[config.mk]
export PLATFORM = sky130hd
export DESIGN_NAME = ahb_sram_slave
export DESIGN_NICKNAME = d
export VERILOG_FILES = /design/src/rtl/ahb_sram_pkg.sv /design/src/rtl/ahb_byte_merge.sv /design/src/rtl/ahb_sram_slave.sv
export SDC_FILE = /design/constraint.sdc
export NUM_CORES = 1
export LEC_CHECK = 0
export ABC_CLOCK_PERIOD_IN_PS = 2450
export BUFFER_PORTS_ARGS = -buffer_cell sky130_fd_sc_hd__buf_2
export CAP_MARGIN = 20
export CORE_ASPECT_RATIO = 0.75
export CORE_MARGIN = 4
export CORE_UTILIZATION = 43
export DETAILED_ROUTE_END_ITERATION = 10
export GPL_TIMING_DRIVEN = 0
export PLACE_DENSITY = 0.87
export SLEW_MARGIN = 5
export SYNTH_ARGS = -nofsm -noshare
export SYNTH_HDL_FRONTEND = slang
export SYNTH_SLANG_ARGS = --single-unit
export TNS_END_PERCENT = 1
[constraint.sdc]
create_clock -name HCLK -period 2.45 [get_ports HCLK]
set_input_delay 0.3675 -clock HCLK [delete_from_list [all_inputs] [get_ports HCLK]]
set_output_delay 0.3675 -clock HCLK [all_outputs]
set_load 0.005 [all_outputs]
[src/rtl/ahb_sram_pkg.sv]
// Shared encodings for the AHB-lite SRAM slave: bus field values, FSM states
// and the byte-lane mask helper.
package ahb_sram_pkg;

  localparam logic [1:0] HTRANS_IDLE   = 2'b00;
  localparam logic [1:0] HTRANS_BUSY   = 2'b01;
  localparam logic [1:0] HTRANS_NONSEQ = 2'b10;
  localparam logic [1:0] HTRANS_SEQ    = 2'b11;

  localparam logic [2:0] HSIZE_BYTE = 3'd0;
  localparam logic [2:0] HSIZE_HALF = 3'd1;
  localparam logic [2:0] HSIZE_WORD = 3'd2;

  localparam logic HRESP_OKAY  = 1'b0;
  localparam logic HRESP_ERROR = 1'b1;

  typedef enum logic [2:0] {
    ST_IDLE,
    ST_RD,
    ST_WR1,
    ST_WR2,
    ST_RDW,
    ST_ERR1,
    ST_ERR2
  } state_t;

  // Little-endian lane enables for a legal (already alignment-checked) transfer.
  function automatic logic [3:0] lane_mask(input logic [2:0] size, input logic [1:0] addr);
    case (size)
      HSIZE_BYTE: lane_mask = 4'b0001 << addr;
      HSIZE_HALF: lane_mask = addr[1] ? 4'b1100 : 4'b0011;
      default:    lane_mask = 4'b1111;
    endcase
  endfunction

endpackage

[src/rtl/ahb_byte_merge.sv]
// Byte-lane merge for read-modify-write: lanes with mask set come from new_data,
// the rest keep the old SRAM word.
module ahb_byte_merge (
  input  logic [31:0] old_data,
  input  logic [31:0] new_data,
  input  logic [3:0]  mask,
  output logic [31:0] merged
);

  always_comb begin
    merged = old_data;
    for (int i = 0; i < 4; i++) begin
      if (mask[i]) merged[8*i +: 8] = new_data[8*i +: 8];
    end
  end

endmodule

[src/rtl/ahb_sram_slave.sv]
// AHB-lite slave front end for a single-port sync-read SRAM; sub-word writes are
// done as a fetch (WR1) followed by a merged word write (WR2).
module ahb_sram_slave
  import ahb_sram_pkg::*;
#(
  parameter int ADDR_W = 10
) (
  input  logic              HCLK,
  input  logic              HRESETn,
  input  logic              HSEL,
  input  logic [31:0]       HADDR,
  input  logic [1:0]        HTRANS,
  input  logic              HWRITE,
  input  logic [2:0]        HSIZE,
  input  logic [2:0]        HBURST,
  input  logic [31:0]       HWDATA,
  input  logic              HREADY,
  output logic              HREADYOUT,
  output logic              HRESP,
  output logic [31:0]       HRDATA,
  output logic [ADDR_W-1:0] sram_addr,
  output logic [31:0]       sram_data,
  output logic              sram_wren,
  input  logic [31:0]       sram_q
);

  state_t            state_q, state_d;
  logic [ADDR_W-1:0] addr_q, addr_d;
  logic [3:0]        mask_q, mask_d;
  logic [31:0]       hwdata_q, hwdata_d;
  logic              accept, req_err;
  logic [31:0]       merged;
  logic              unused_inputs;

  // Bursts are treated beat by beat and aliasing above the SRAM is the decoder's job.
  assign unused_inputs = ^{HBURST, HTRANS[0], HADDR[31:ADDR_W+2]};

  assign accept  = HSEL & HREADY & HTRANS[1];
  assign req_err = (HSIZE > HSIZE_WORD)
                 | ((HSIZE == HSIZE_HALF) & HADDR[0])
                 | ((HSIZE == HSIZE_WORD) & (|HADDR[1:0]));

  ahb_byte_merge u_merge (
    .old_data (sram_q),
    .new_data (hwdata_q),
    .mask     (mask_q),
    .merged   (merged)
  );

  // NOTE: every output and _d signal gets a default first so no path leaves one unassigned (no latches).
  always_comb begin
    state_d   = state_q;
    addr_d    = addr_q;
    mask_d    = mask_q;
    hwdata_d  = hwdata_q;
    HREADYOUT = 1'b1;
    HRESP     = HRESP_OKAY;
    HRDATA    = 32'h0;
    sram_addr = addr_q;
    sram_data = 32'h0;
    sram_wren = 1'b0;

    case (state_q)
      ST_RD:  HRDATA = sram_q;
      ST_WR1: begin
        HREADYOUT = 1'b0;
        hwdata_d  = HWDATA;
        state_d   = ST_WR2;
      end
      ST_WR2: begin
        sram_wren = 1'b1;
        sram_data = (mask_q == 4'b1111) ? hwdata_q : merged;
      end
      ST_RDW: begin
        HREADYOUT = 1'b0;
        state_d   = ST_RD;
      end
      ST_ERR1: begin
        HREADYOUT = 1'b0;
        HRESP     = HRESP_ERROR;
        state_d   = ST_ERR2;
      end
      ST_ERR2: HRESP = HRESP_ERROR;
      default: ;
    endcase

    // Every ready state ends its data phase here and decides on the next address phase.
    if (HREADYOUT) begin
      state_d = ST_IDLE;
      if (accept) begin
        if (req_err) begin
          state_d = ST_ERR1;
        end else begin
          addr_d = HADDR[ADDR_W+1:2];
          mask_d = lane_mask(HSIZE, HADDR[1:0]);
          if (HWRITE) begin
            state_d = ST_WR1;
          end else if (state_q == ST_WR2) begin
            state_d = ST_RDW;
          end else begin
            state_d   = ST_RD;
            sram_addr = HADDR[ADDR_W+1:2];
          end
        end
      end
    end
  end

  // NOTE: state uses non-blocking assignments; the async reset clears the FSM so sram_wren drops immediately.
  always_ff @(posedge HCLK or negedge HRESETn) begin
    if (!HRESETn) begin
      state_q  <= ST_IDLE;
      addr_q   <= '0;
      mask_q   <= '0;
      hwdata_q <= '0;
    end else begin
      state_q  <= state_d;
      addr_q   <= addr_d;
      mask_q   <= mask_d;
      hwdata_q <= hwdata_d;
    end
  end

endmodule

==> results.md <==
- Final cell count without fillers: between 500 and 600
- Buffers on Ports: between 150 and 200
- Syn Nets: 372
- Leakage: around 2.1 nW
- Design Area, Final: between 3000 and 4000 um2
- DR iter-0 viols: 77
- Hold Vio Cnt, Final: 0
- Setup TNS: 0 ns
- Pre-CTS setup slack: 0.0839 ns
- Largest net degree at the start of global routing: 50
- Number of H-tree levels: 2
- First-pass GRT wire length: roughly 12000 um
- WP data arrival: 1.97 ns
- Placed inst area: 3780 um2
- Yosys cell types: 28
- Slowest stage delay, CP: 0.38 ns
- RSZ-0062 raised after global routing: true
- Final WL: roughly 7600 um
- Clock root cell: clkbuf_8
- Crit share post-route: roughly 95%
- Final GP Congestion: 0.817
- Die Width: 102 um
- Worst path required time: roughly 2.1 ns
- IR drop worst, VDD: 0.000415 V
- Hold_buf cts: 0
- Gr usage total: roughly a fifth
- Overall via count from detail_route: between 2000 and 3000
- Final Net Count: ~540
- Worst-skew pair later-pin latency: 0.29 ns
- Relative slew margins: between 50 and 60%
- Gate Count Post-Synth: between 200 and 300
- Starting Density: 44.9%
- Flops & latches, synth: between 40 and 50
- Final worst slack: 0.113 ns
- Post-synthesis sequential area ratio: about 43%
- Die area: just over 8000 um2
- Slew @ Worst Pin: a little over 0.7 ns
- DP HPWL: between 6000 and 7000 um
- Top cells by area, synth: dfrtp_1 (43%), mux2_2 (18%), mux2i_1 (11%), and2_1 (7.0%), mux2_4 (5.2%)
- Worst path cell trace: buf_4 -> nor3b_4 -> a21oi_2 -> nand4_4 -> mux2_2 -> buf_2
- Yosys Warn Count: 0
- Critical register-to-register path startpoint: state_q[2]
- Die height: 78.8 um
- Worst-path fanout max: 10
- # Max-Cap Violations: 0
- Kind of critical path: register to primary output
- Cell taking the most area after synthesis: dfrtp_1
- TritonCTS clock tree: yes
- Routed len/inst: between 10 and 15 um
- DRC: 0
- CTS buffer count: 5
- Antenna Nets Post-Route: 0
- Layout cells sized above 1: between 50% and 60%
- Mean area per synthesized cell: around 11 um2
- CTS clk-pin slew, worst paths: approximately 0.080 ns
- Synth top area share: 42.6%
- Worst Skew: 0.00402 ns
- Setup crit start: state_q[2]
- Crit path buf inv count: 2
- Antenna violations before repair: 0
- Std-Cell Rows: 25
- Slowest-stage cell, CP: nor3b_4
- Total iterations of the first detailed-routing run: 4
- CP startpoint kind: register
- IO Count: approximately 190
- Max-slew violations: 0
- Syn Std Cell Area: 2880 um2
- Vias in the first global route: between 2000 and 3000
- Hold Path Class: input port to asynchronous set/reset pin
- CORE AREA: 6410 um2
- Via density: roughly 5
- Final setup fails: 0
- Crit end category: primary output
- Clk buf depth: 2
- Crit path time final: between 2 and 2.5 ns
- Pwr/cell area: 950 nW/um2
- CP delay by family, top: simple AND/OR/NAND/NOR gates
- CTS Sinks: about 50
- Status: complete, no violations
- P&R area growth vs syn: 36.1%
- Total global routing overflow: 0
- Placed instance count: 505
- FMAX: about 430 MHz
- Worst hold slack: 0.0842 ns
==> power breakdown <==
part | leakage [nW] | internal (W) | switching (W)
combinational | 1.52 | 0.00106 | 0.000845
clock | 0.0399 | 0.000188 | 0.000241
sequential | 0.591 | 0.00121 | 0.000178
total | 2.15 | 0.00245 | 0.00126
==> layout make-up <==
type,instances,area (um2)
clock inverters,1,5.00
diodes,1,2.50
well taps,81,101
fillers,549,2500
plain buffers,19,92.6
clock buffers,5,68.8
inverters,4,15.0
multi-input cells,191,1560
flip-flops and latches,49,1230
repair buffers,163,841
==> worst register-to-register path, delay by kind of cell (launching register included) <==
| family | cells | cell delay (ns) |
|---|---|---|
| simple gates | 2 | 0.55 |
| buf+inv | 3 | 0.51 |
| flops | 1 | 0.36 |
| mux | 1 | 0.31 |
| compound gates | 1 | 0.11 |
==> registers in the layout (all words and copies together) (netlist names) <==
register  cells
mask_q        4
state_q       3
hwdata_q     32
addr_q       10
==> synth_stat cells <==
cell       number
mux2_2         46
nor2b_1         2
nand2b_1        1
nand4_2         1
buf_6           1
nor3b_4         1
o21ai_0         6
and3_1          2
o2111ai_1       1
a21oi_2         1
o221ai_1        1
mux2i_1        32
o211ai_1        1
nand2_1         3
a21oi_1         4
inv_1           4
a21o_1          1
o311ai_0        1
and2_1         32
nand3_1         3
nor2_1         39
clkbuf_1       11
nor4_1          1
mux2_4         10
buf_2           6
buf_4           1
nand3b_1        2
dfrtp_1        49
==> stage by stage <==
stage	power (W)	util [%]
final	0.00372	61.0
after global routing	0.00404	61.0
after CTS	0.00376	60.3
after detailed placement	0.00331	59.0
after global placement	0.00322	59.0
after floorplan	0.00269	-
==> placed cells by master, fill, tap and decap left out, types with 2 or more instances in the layout <==
master    count
mux2i_1      32
a21oi_1       4
nor2b_1       2
dfrtp_1      49
mux2_4       10
nor2_1       38
clkbuf_1      9
buf_2       167
nand2_1       3
clkbuf_2      2
o21ai_0       6
and3_1        2
nand3_1       3
clkbuf_8      5
nand3b_1      2
mux2_2       46
buf_4         2
inv_1         4
and2_1       32
==> metal layers <==
layer  routed length, um  vias to the layer above  global-route usage, %
met5                   0                        -                      0
met1                3020                     1194                   23.0
li1                    -                     1246                      -
met2                3730                      129                   32.6
met3                 862                        2                   6.23
met4                  25                        0                   4.33
==> repair_timing <==
action,4_1_cts,5_1_grt
buffers inserted,1,0
cloned,0,0
endpoints found under the hold margin,0,0
resized for setup,2,4
endpoints found under the setup margin,40,40
==> cell families after synthesis <==
family	count (synthesis)	synth area share [%]
simple gates	87	15.9
mux	88	34.4
flops	49	42.6
buf+inv	23	3.65
compound gates	16	3.48
==> worst paths after layout <==
| check | to | slack (ns) | depth (start not counted) |
|---|---|---|---|
| worst max-delay path | sram_addr[8] | 0.11 | 6 |
| worst min-delay path | hwdata_q[30] | 0.08 | 1 |
| worst max register to register | addr_q[6] | 0.51 | 7 |
| worst min register to register | addr_q[1] | 0.51 | 1 |
| max in group asynchronous | addr_q[3] | 1.83 | 2 |
| min in group HCLK | hwdata_q[2] | 0.30 | 2 |
Power figures use the tool's default switching activity.
